`src/rtl/pam_4_decode.sv`:
```
// PAM-4 receive slicer with MSB-first byte packer and show-ahead byte FIFO.
// Optional low-margin sample counter is enabled by defining PAM4_DEC_MARGIN_EN.
module pam_4_decode #(
  parameter int SIGNAL_RESOLUTION = 8,
  parameter int SYMBOL_SEPERATION = 56,
  parameter int FIFO_DEPTH        = 4,
  parameter int MARGIN            = 8
) (
  input  logic                                clk,
  input  logic                                rstn,
  input  logic signed [SIGNAL_RESOLUTION-1:0] voltage_level_in,
  input  logic                                voltage_level_in_valid,
  input  logic                                flush,
  output logic [1:0]                          symbol_out,
  output logic                                symbol_out_valid,
  output logic [7:0]                          byte_out,
  output logic                                byte_out_valid,
  input  logic                                byte_out_ready,
  output logic                                overflow,
  output logic [31:0]                         symbol_count,
  output logic [15:0]                         margin_err_count
);

  localparam int PTR_W = (FIFO_DEPTH > 1) ? $clog2(FIFO_DEPTH) : 1;
  localparam int CNT_W = PTR_W + 1;
  localparam logic signed [SIGNAL_RESOLUTION:0] THR = (SIGNAL_RESOLUTION + 1)'(SYMBOL_SEPERATION);

  logic signed [SIGNAL_RESOLUTION:0] v_ext;
  logic [1:0]                        symbol_next;
  logic                              pack_pending;
  logic [1:0]                        slot;
  logic [5:0]                        partial;
  logic                              push_req;
  logic                              push;
  logic                              pop;
  logic                              full;
  logic [7:0]                        mem [FIFO_DEPTH];
  logic [PTR_W-1:0]                  wr_ptr;
  logic [PTR_W-1:0]                  rd_ptr;
  logic [CNT_W-1:0]                  count;

  always_comb begin
    v_ext = {voltage_level_in[SIGNAL_RESOLUTION-1], voltage_level_in};
    if (v_ext < -THR)
      symbol_next = 2'b00;
    else if (v_ext < 0)
      symbol_next = 2'b01;
    else if (v_ext < THR)
      symbol_next = 2'b10;
    else
      symbol_next = 2'b11;
  end

  // pack_pending marks a registered symbol that still has to enter the packer next edge
  always_ff @(posedge clk or negedge rstn) begin
    if (!rstn) begin
      symbol_out       <= 2'b00;
      symbol_out_valid <= 1'b0;
      pack_pending     <= 1'b0;
      symbol_count     <= 32'd0;
    end else begin
      symbol_out_valid <= voltage_level_in_valid;
      pack_pending     <= voltage_level_in_valid & ~flush;
      if (voltage_level_in_valid) begin
        symbol_out <= symbol_next;
        if (symbol_count != 32'hFFFF_FFFF)
          symbol_count <= symbol_count + 32'd1;
      end
    end
  end

  always_ff @(posedge clk or negedge rstn) begin
    if (!rstn) begin
      slot    <= 2'd0;
      partial <= 6'd0;
    end else if (flush) begin
      slot    <= 2'd0;
      partial <= 6'd0;
    end else if (pack_pending) begin
      slot    <= slot + 2'd1;
      partial <= {partial[3:0], symbol_out};
    end
  end

  assign push_req       = pack_pending & (slot == 2'd3);
  assign byte_out_valid = (count != '0);
  assign full           = (count == CNT_W'(FIFO_DEPTH));
  assign pop            = byte_out_valid & byte_out_ready;
  // A pop in the same cycle frees the slot, so a push into a full FIFO still lands
  assign push           = push_req & (~full | pop);
  assign byte_out       = byte_out_valid ? mem[rd_ptr] : 8'h00;

  always_ff @(posedge clk) begin
    if (!flush && push)
      mem[wr_ptr] <= {partial, symbol_out};
  end

  always_ff @(posedge clk or negedge rstn) begin
    if (!rstn) begin
      wr_ptr   <= '0;
      rd_ptr   <= '0;
      count    <= '0;
      overflow <= 1'b0;
    end else if (flush) begin
      wr_ptr <= '0;
      rd_ptr <= '0;
      count  <= '0;
    end else begin
      if (push)
        wr_ptr <= wr_ptr + PTR_W'(1);
      if (pop)
        rd_ptr <= rd_ptr + PTR_W'(1);
      unique case ({push, pop})
        2'b10:   count <= count + CNT_W'(1);
        2'b01:   count <= count - CNT_W'(1);
        default: count <= count;
      endcase
      if (push_req && full && !pop)
        overflow <= 1'b1;
    end
  end

`ifdef PAM4_DEC_MARGIN_EN
  localparam int MW = SIGNAL_RESOLUTION + 2;
  localparam logic signed [MW-1:0] S_M   = MW'(SYMBOL_SEPERATION);
  localparam logic signed [MW-1:0] MAR_M = MW'(MARGIN);

  logic signed [MW-1:0] v_m;
  logic signed [MW-1:0] d_lo;
  logic signed [MW-1:0] d_hi;
  logic                 near_thr;

  always_comb begin
    v_m      = {{2{voltage_level_in[SIGNAL_RESOLUTION-1]}}, voltage_level_in};
    d_lo     = v_m + S_M;
    d_hi     = v_m - S_M;
    near_thr = ((d_lo > -MAR_M) && (d_lo < MAR_M)) ||
               ((v_m  > -MAR_M) && (v_m  < MAR_M)) ||
               ((d_hi > -MAR_M) && (d_hi < MAR_M));
  end

  always_ff @(posedge clk or negedge rstn) begin
    if (!rstn)
      margin_err_count <= 16'd0;
    else if (voltage_level_in_valid && near_thr && margin_err_count != 16'hFFFF)
      margin_err_count <= margin_err_count + 16'd1;
  end
`else
  assign margin_err_count = 16'd0;
`endif

endmodule

```
`config.mk`:
```
export PLATFORM = sky130hd
export DESIGN_NAME = pam_4_decode
export DESIGN_NICKNAME = d
export VERILOG_FILES = /design/src/rtl/pam_4_decode.sv
export SDC_FILE = /design/constraint.sdc
export NUM_CORES = 1
export LEC_CHECK = 0
export CAP_MARGIN = 20
export CORE_MARGIN = 8
export CORE_UTILIZATION = 28
export DETAILED_ROUTE_END_ITERATION = 6
export PLACE_DENSITY = 0.52
export SYNTH_ARGS = -nofsm -noshare
export SYNTH_HDL_FRONTEND = slang
export SYNTH_SLANG_ARGS = --single-unit
```
`constraint.sdc`:
```
create_clock -name clk -period 2.6 [get_ports clk]
set_input_delay 0.39 -clock clk [delete_from_list [all_inputs] [get_ports clk]]
set_output_delay 0.39 -clock clk [all_outputs]
set_load 0.01 [all_outputs]
```
# Word-level counts from Yosys, hierarchy flattened
# Memories as Yosys holds them, arrays and structs flattened.
# Index checks and enable logic that the tools add are counted.
# word_totals
romBits	0
output_inout_bits	61
regBits	52
latchBits	0
ram_bits	32
n_memories	1
# op_classes
n_lt_le_gt_ge	3
addsub	6
reduce_logical	12
shifts	0
n_bitwise	7
eq_ne	5
div_mod_pow	0
n_mux	16
multipliers	0
# mem_list
name	depth	word_bits	rd	rd_ports_with_merged_regs	wr	line_no	text
mem	4	8	1	0	1	37	logic [7:0] mem [FIFO_DEPTH];
# ops
cell	count
$add A32 B1 Y32 const B	1
$ne A32 B32 Y1 const B	1
$lt A8 B7 Y1 const B	2
$mux W2	8
$mux W6	2
$lt A8 B1 Y1 const B	1
$mux W8	1
$add A2 B1 Y2 const B	3
$pmux W3 S2	1
$reduce_bool A2 Y1	3
$reduce_bool A3 Y1	2
$and A1 B1 Y1	4
$eq A2 B2 Y1 const B	2
$reduce_and A2 Y1	2
$add A3 B1 Y3 const B	1
$eq A3 B3 Y1 const B	1
$logic_and A1 B1 Y1	3
$mux W1	3
$mux W3	1
$sub A3 B1 Y3 const B	1
$eq A2 B1 Y1 const B	1
$logic_not A1 Y1	2
$not A1 Y1	2
$or A1 B1 Y1	1

# Depth between registers and ports, before layout
# depth
depth_word	7
mapped_depth	8
ltp_nobuf	7

# Least setup slack after synthesis
# No wires, ideal clock.
# synth_path
path_kind	reg-to-reg
from	register count[1]
to	register count[2]
stages_incl_launch_ff	7
arrival_ps	2061
path_buffers	0
setup_slack_ps	457
t_required_ps	2518
period_less_slack_ps	2143
setup_time_ps	82
cell_sequence	dfrtp_1 or3_1 and3_1 fa_1 or3_1 a21o_1 a31oi_1
# synth_via
elab_chain_len	7
elab_cells_between_ends	13
cone_classes	2 x add/sub; 3 x eq/ne; 2 x mux; 4 x bitwise; 2 x reduce/logical
# synth_lines
element	line_no	text
start: declaration	40	logic [CNT_W-1:0] count;
start signal: assignment	114	2'b10: count <= count + CNT_W'(1);
start signal: assignment	115	2'b01: count <= count - CNT_W'(1);
start signal: assignment	116	default: count <= count;
$reduce_bool A3 Y1 or $eq A3 B3 Y1 (tied branches)	86, 87	
$and A1 B1 Y1 or $not A1 Y1 (tied branches)	88, 90	
$or A1 B1 Y1	90	assign push = push_req & (~full | pop);
$and A1 B1 Y1	90	
$eq A2 B1 Y1 or $eq A2 B2 Y1 (tied branches)	113	unique case ({push, pop})
$pmux W3 S2	113	
$mux W3	104	end else if (flush) begin
# Several ways; a longest one is shown, not always the timed one.
# A chain may end at the register's enable or synchronous reset.

# Worst setup path after layout
# layout_path
from	register rd_ptr[0]
to	output port byte_out[0]
# layout_via
elab_chain_len	2
# layout_lines
element	line_no	text
start: declaration	39	logic [PTR_W-1:0] rd_ptr;
start signal: assignment	112	rd_ptr <= rd_ptr + PTR_W'(1);
$mem_v2 Z4 W8	--	
$mux W8	91	assign byte_out = byte_out_valid ? mem[rd_ptr] : 8'h00;
end: declaration	16	output logic [7:0] byte_out,
# No other way between the ends.

==> results.sh <==
export IMPL_fin_nets=397
export IMPL_syn_inst=307
export IMPL_fin_hold_ws_ns=0.123
export IMPL_crit_required_ns=2.21
export IMPL_leakage_nw=1.98
export IMPL_ys_seq_area_share_pct=57.3
export IMPL_grt_max_degree=33
export IMPL_final_min_clock_period_ns=2.40
export IMPL_cts_buffers=9
export IMPL_vdd_drop_max_uv=283
export IMPL_cts_hold_buf=0
export IMPL_synth_area_mux_share_pct=7.70
export IMPL_drtPass1Iterations=4
export IMPL_arrival_ns=2.01
export IMPL_num_antenna_cells=0
export IMPL_overflow=0
export IMPL_drive_above_1_share_pct=14.7
export IMPL_syn_area_per_cell_um2=12.9
export IMPL_num_io_pins=74
export IMPL_hold_class="in -> async"
export IMPL_start_util_pct=28.6
export IMPL_routed_wl_um=8690
export IMPL_cp_start_kind="flop"
export IMPL_cts_setup_buffers=0
export IMPL_vias_per_cell=4.48
export IMPL_insertion_delay_ns=0.33
export IMPL_drtIter0Drc=159
export IMPL_worstSetupPathType="reg -> out"
export IMPL_synth_fa_ha_area_share_pct=2.72
export IMPL_cts_root_buffer="clkbuf_16"
export IMPL_clockBufferDepth=2
export IMPL_htree_levels=3
export IMPL_path_max_fanout=5
export IMPL_synth_simple_gate_area_share_pct=16.4
export IMPL_routedWlPerCell_um=15.5
export IMPL_setup_viol=0
export IMPL_vias=2515
export IMPL_gp_congestion=0.768
export IMPL_final_antenna_net_count=0
export IMPL_fin_crit_sh_pct=92.3
export IMPL_rsz0062_at_grt="false"
export IMPL_tightest_slew_ns=0.783
export IMPL_clk_pin_slew_ns=0.07
export IMPL_rows=43
export IMPL_cts_num_sinks=84
export IMPL_ys_ff_latch=84
export IMPL_track_usage_pct=10.1
export IMPL_dieWidth_um=135
export IMPL_cap_viol_max_count=0
export IMPL_synth_distinct_cells=44
export IMPL_final_instance_count_excl_fill=561
export IMPL_hpwl_um=6130
export IMPL_slew_violations=0
export IMPL_r2r_slack_ns=0.36
export IMPL_grt_pass1_wl_um=14500
export IMPL_cts_tree="yes"
export IMPL_dieArea_um2=18200
export IMPL_syn_cell_area_um2=3950
export IMPL_synthToLayoutAreaGrowth_pct=26.9
export IMPL_r2r_cells=6
export IMPL_synth_compound_area_share_pct=3.30
export IMPL_fmax_mhz=417
export IMPL_die_h_um=135
export IMPL_synth_top_family_by_area="simple AND/OR/NAND/NOR gates"
export IMPL_final_hold_violation_count=0
export IMPL_coreArea_um2=13800
export IMPL_dp_cells=545
export IMPL_cp_end_kind="primary output"
export IMPL_antenna_found_initial=0
export IMPL_port_buffers=54
export IMPL_worstReg2RegEnd="symbol_count[20]$_DFFE_PN0P_"
export IMPL_powerDensity_nw_per_um2=656
export IMPL_slew_headroom_pct=47.5
export IMPL_setup_ws_ns=0.201
export IMPL_outcome="complete, no violations"
export IMPL_fin_util_pct=36.3
export IMPL_yosys_warnings=0
export IMPL_synth_xor_area_share_pct=7.51
export IMPL_grt_pass1_vias=2760
export IMPL_finClkSkew_ns=0.00725
export IMPL_ctsResizeCount=0
export IMPL_drc=0
export IMPL_r2r_start="symbol_count[13]$_DFFE_PN0P_"
export IMPL_place_ws_ns=0.331
export IMPL_fin_tns_setup_ns=0
-- logic make-up (layout without fill, tap and decap cells) --
group / Yosys count / count (layout)
buffers and inverters: 30 / 89
other: 1 / 16
AO/OA/AOI/OAI: 18 / 18
XOR/XNOR: 33 / 33
AND/OR/NAND/NOR: 113 / 113
adder cells (fa/ha/maj): 8 / 8
multiplexers: 20 / 20
flip-flops: 84 / 84
-- where the power goes --
part	switching (W)	leakage [nW]	internal, W
sequential	0.000104	0.986	0.00144
clock	0.000557	0.156	0.000790
combinational	0.000184	0.837	0.000211
-- synthesized netlist by cell type --
master | n | area share (%)
a21o_1 | 2 | 0.38
a21oi_1 | 4 | 0.51
a311oi_1 | 2 | 0.44
a31o_4 | 1 | 0.44
a31oi_1 | 5 | 0.79
and2_1 | 12 | 1.9
and3_1 | 5 | 0.79
and3_2 | 1 | 0.19
and4_1 | 2 | 0.44
and4_2 | 3 | 0.76
and4_4 | 1 | 0.29
buf_1 | 1 | 0.095
buf_2 | 1 | 0.13
buf_4 | 16 | 3.0
buf_6 | 3 | 0.86
clkbuf_1 | 5 | 0.48
conb_1 | 1 | 0.095
dfrtp_1 | 52 | 33
edfxtp_1 | 32 | 24
fa_1 | 1 | 0.51
ha_1 | 7 | 2.2
inv_1 | 4 | 0.38
mux2_2 | 3 | 0.86
mux2i_1 | 9 | 2.3
mux4_2 | 8 | 4.6
nand2_1 | 17 | 1.6
nand2b_1 | 1 | 0.16
nand3_1 | 14 | 1.8
nand4_1 | 14 | 2.2
nand4_4 | 1 | 0.54
nor2_1 | 29 | 2.8
nor3_1 | 5 | 0.63
nor4_1 | 1 | 0.16
nor4_4 | 2 | 1.1
o211ai_1 | 1 | 0.19
o21ai_0 | 1 | 0.13
o311ai_0 | 1 | 0.22
o31ai_1 | 1 | 0.19
or3_1 | 2 | 0.32
or3b_2 | 1 | 0.22
or4_4 | 2 | 0.57
xnor2_1 | 23 | 5.1
xnor2_2 | 1 | 0.41
xor2_1 | 9 | 2.0
-- cell usage in the layout, fill, tap and decap left out, types with 2 or more instances in the layout --
master           count
a21o_1               2
a21oi_1              4
a311oi_1             2
a31oi_1              5
and2_1              12
and3_1               5
and4_1               2
and4_2               3
buf_4               15
clkbuf_16            9
clkdlybuf4s50_1     53
conb_1              16
dfrtp_1             52
edfxtp_1            32
ha_1                 7
inv_1                4
inv_6                3
mux2_2               3
mux2i_1              9
mux4_2               8
nand2_1             17
nand3_1             14
nand4_1             14
nor2_1              29
nor3_1               5
nor4_4               2
or3_1                2
or4_4                2
xnor2_1             23
xor2_1               9
-- worst max path at each step --
| stage | start | endpoint | slack (ns) | cells after the start |
|---|---|---|---|---|
| final | rd_ptr[0]$_DFFE_PN0P_ | byte_out[0] | 0.20 | 4 |
| after global routing | rd_ptr[1]$_DFFE_PN0P_ | byte_out[3] | 0.1 | 3 |
| after CTS | rd_ptr[0]$_DFFE_PN0P_ | byte_out[0] | 0.16 | 4 |
| after detailed placement | voltage_level_in_valid | symbol_count[20]$_DFFE_PN0P_ | 0.33 | 6 |
| after global placement | voltage_level_in_valid | symbol_count[20]$_DFFE_PN0P_ | 0.31 | 6 |
| after floorplan | count[1]$_DFFE_PN0P_ | count[2]$_DFFE_PN0P_ | 0.46 | 6 |
-- through the flow --
step                cell area (um^2)  total power, W
floorplan                       4010         0.00175
global placement                4700         0.00197
detailed placement              4700         0.00197
CTS                             5010         0.00335
global route                    5010         0.00344
finish                          5010         0.00329
-- critical path: stages (launching register included) --
cell	delay, ns
dfrtp_1	0.35
buf_4	0.17
mux4_2	0.51
and2_1	0.18
clkdlybuf4s50_1	0.47
-- layer usage --
metal | wire length [um] | track usage [%]
met1 | 3810 | 12.0
met2 | 4290 | 16.7
met3 | 492 | 3.57
met4 | 97 | 3.31
met5 | 0 | 0
-- area by class of cell --
cell class | count | area (um^2)
inverter | 4 | 15.0
fill | 1340 | 8810
sequential | 84 | 2260
timing repair buffer | 69 | 648
clock buffer | 10 | 239
clock inverter | 6 | 76.3
tap | 180 | 225
multi-input combinational | 208 | 1550
-- state kept, by name, summed over array words and instances, names as in the netlist, 2 cells and up --
| register | cells |
|---|---|
| count | 3 |
| mem | 32 |
| partial | 6 |
| rd_ptr | 2 |
| slot | 2 |
| symbol_count | 32 |
| symbol_out | 2 |
| wr_ptr | 2 |
Power figures use the tool's default switching activity.
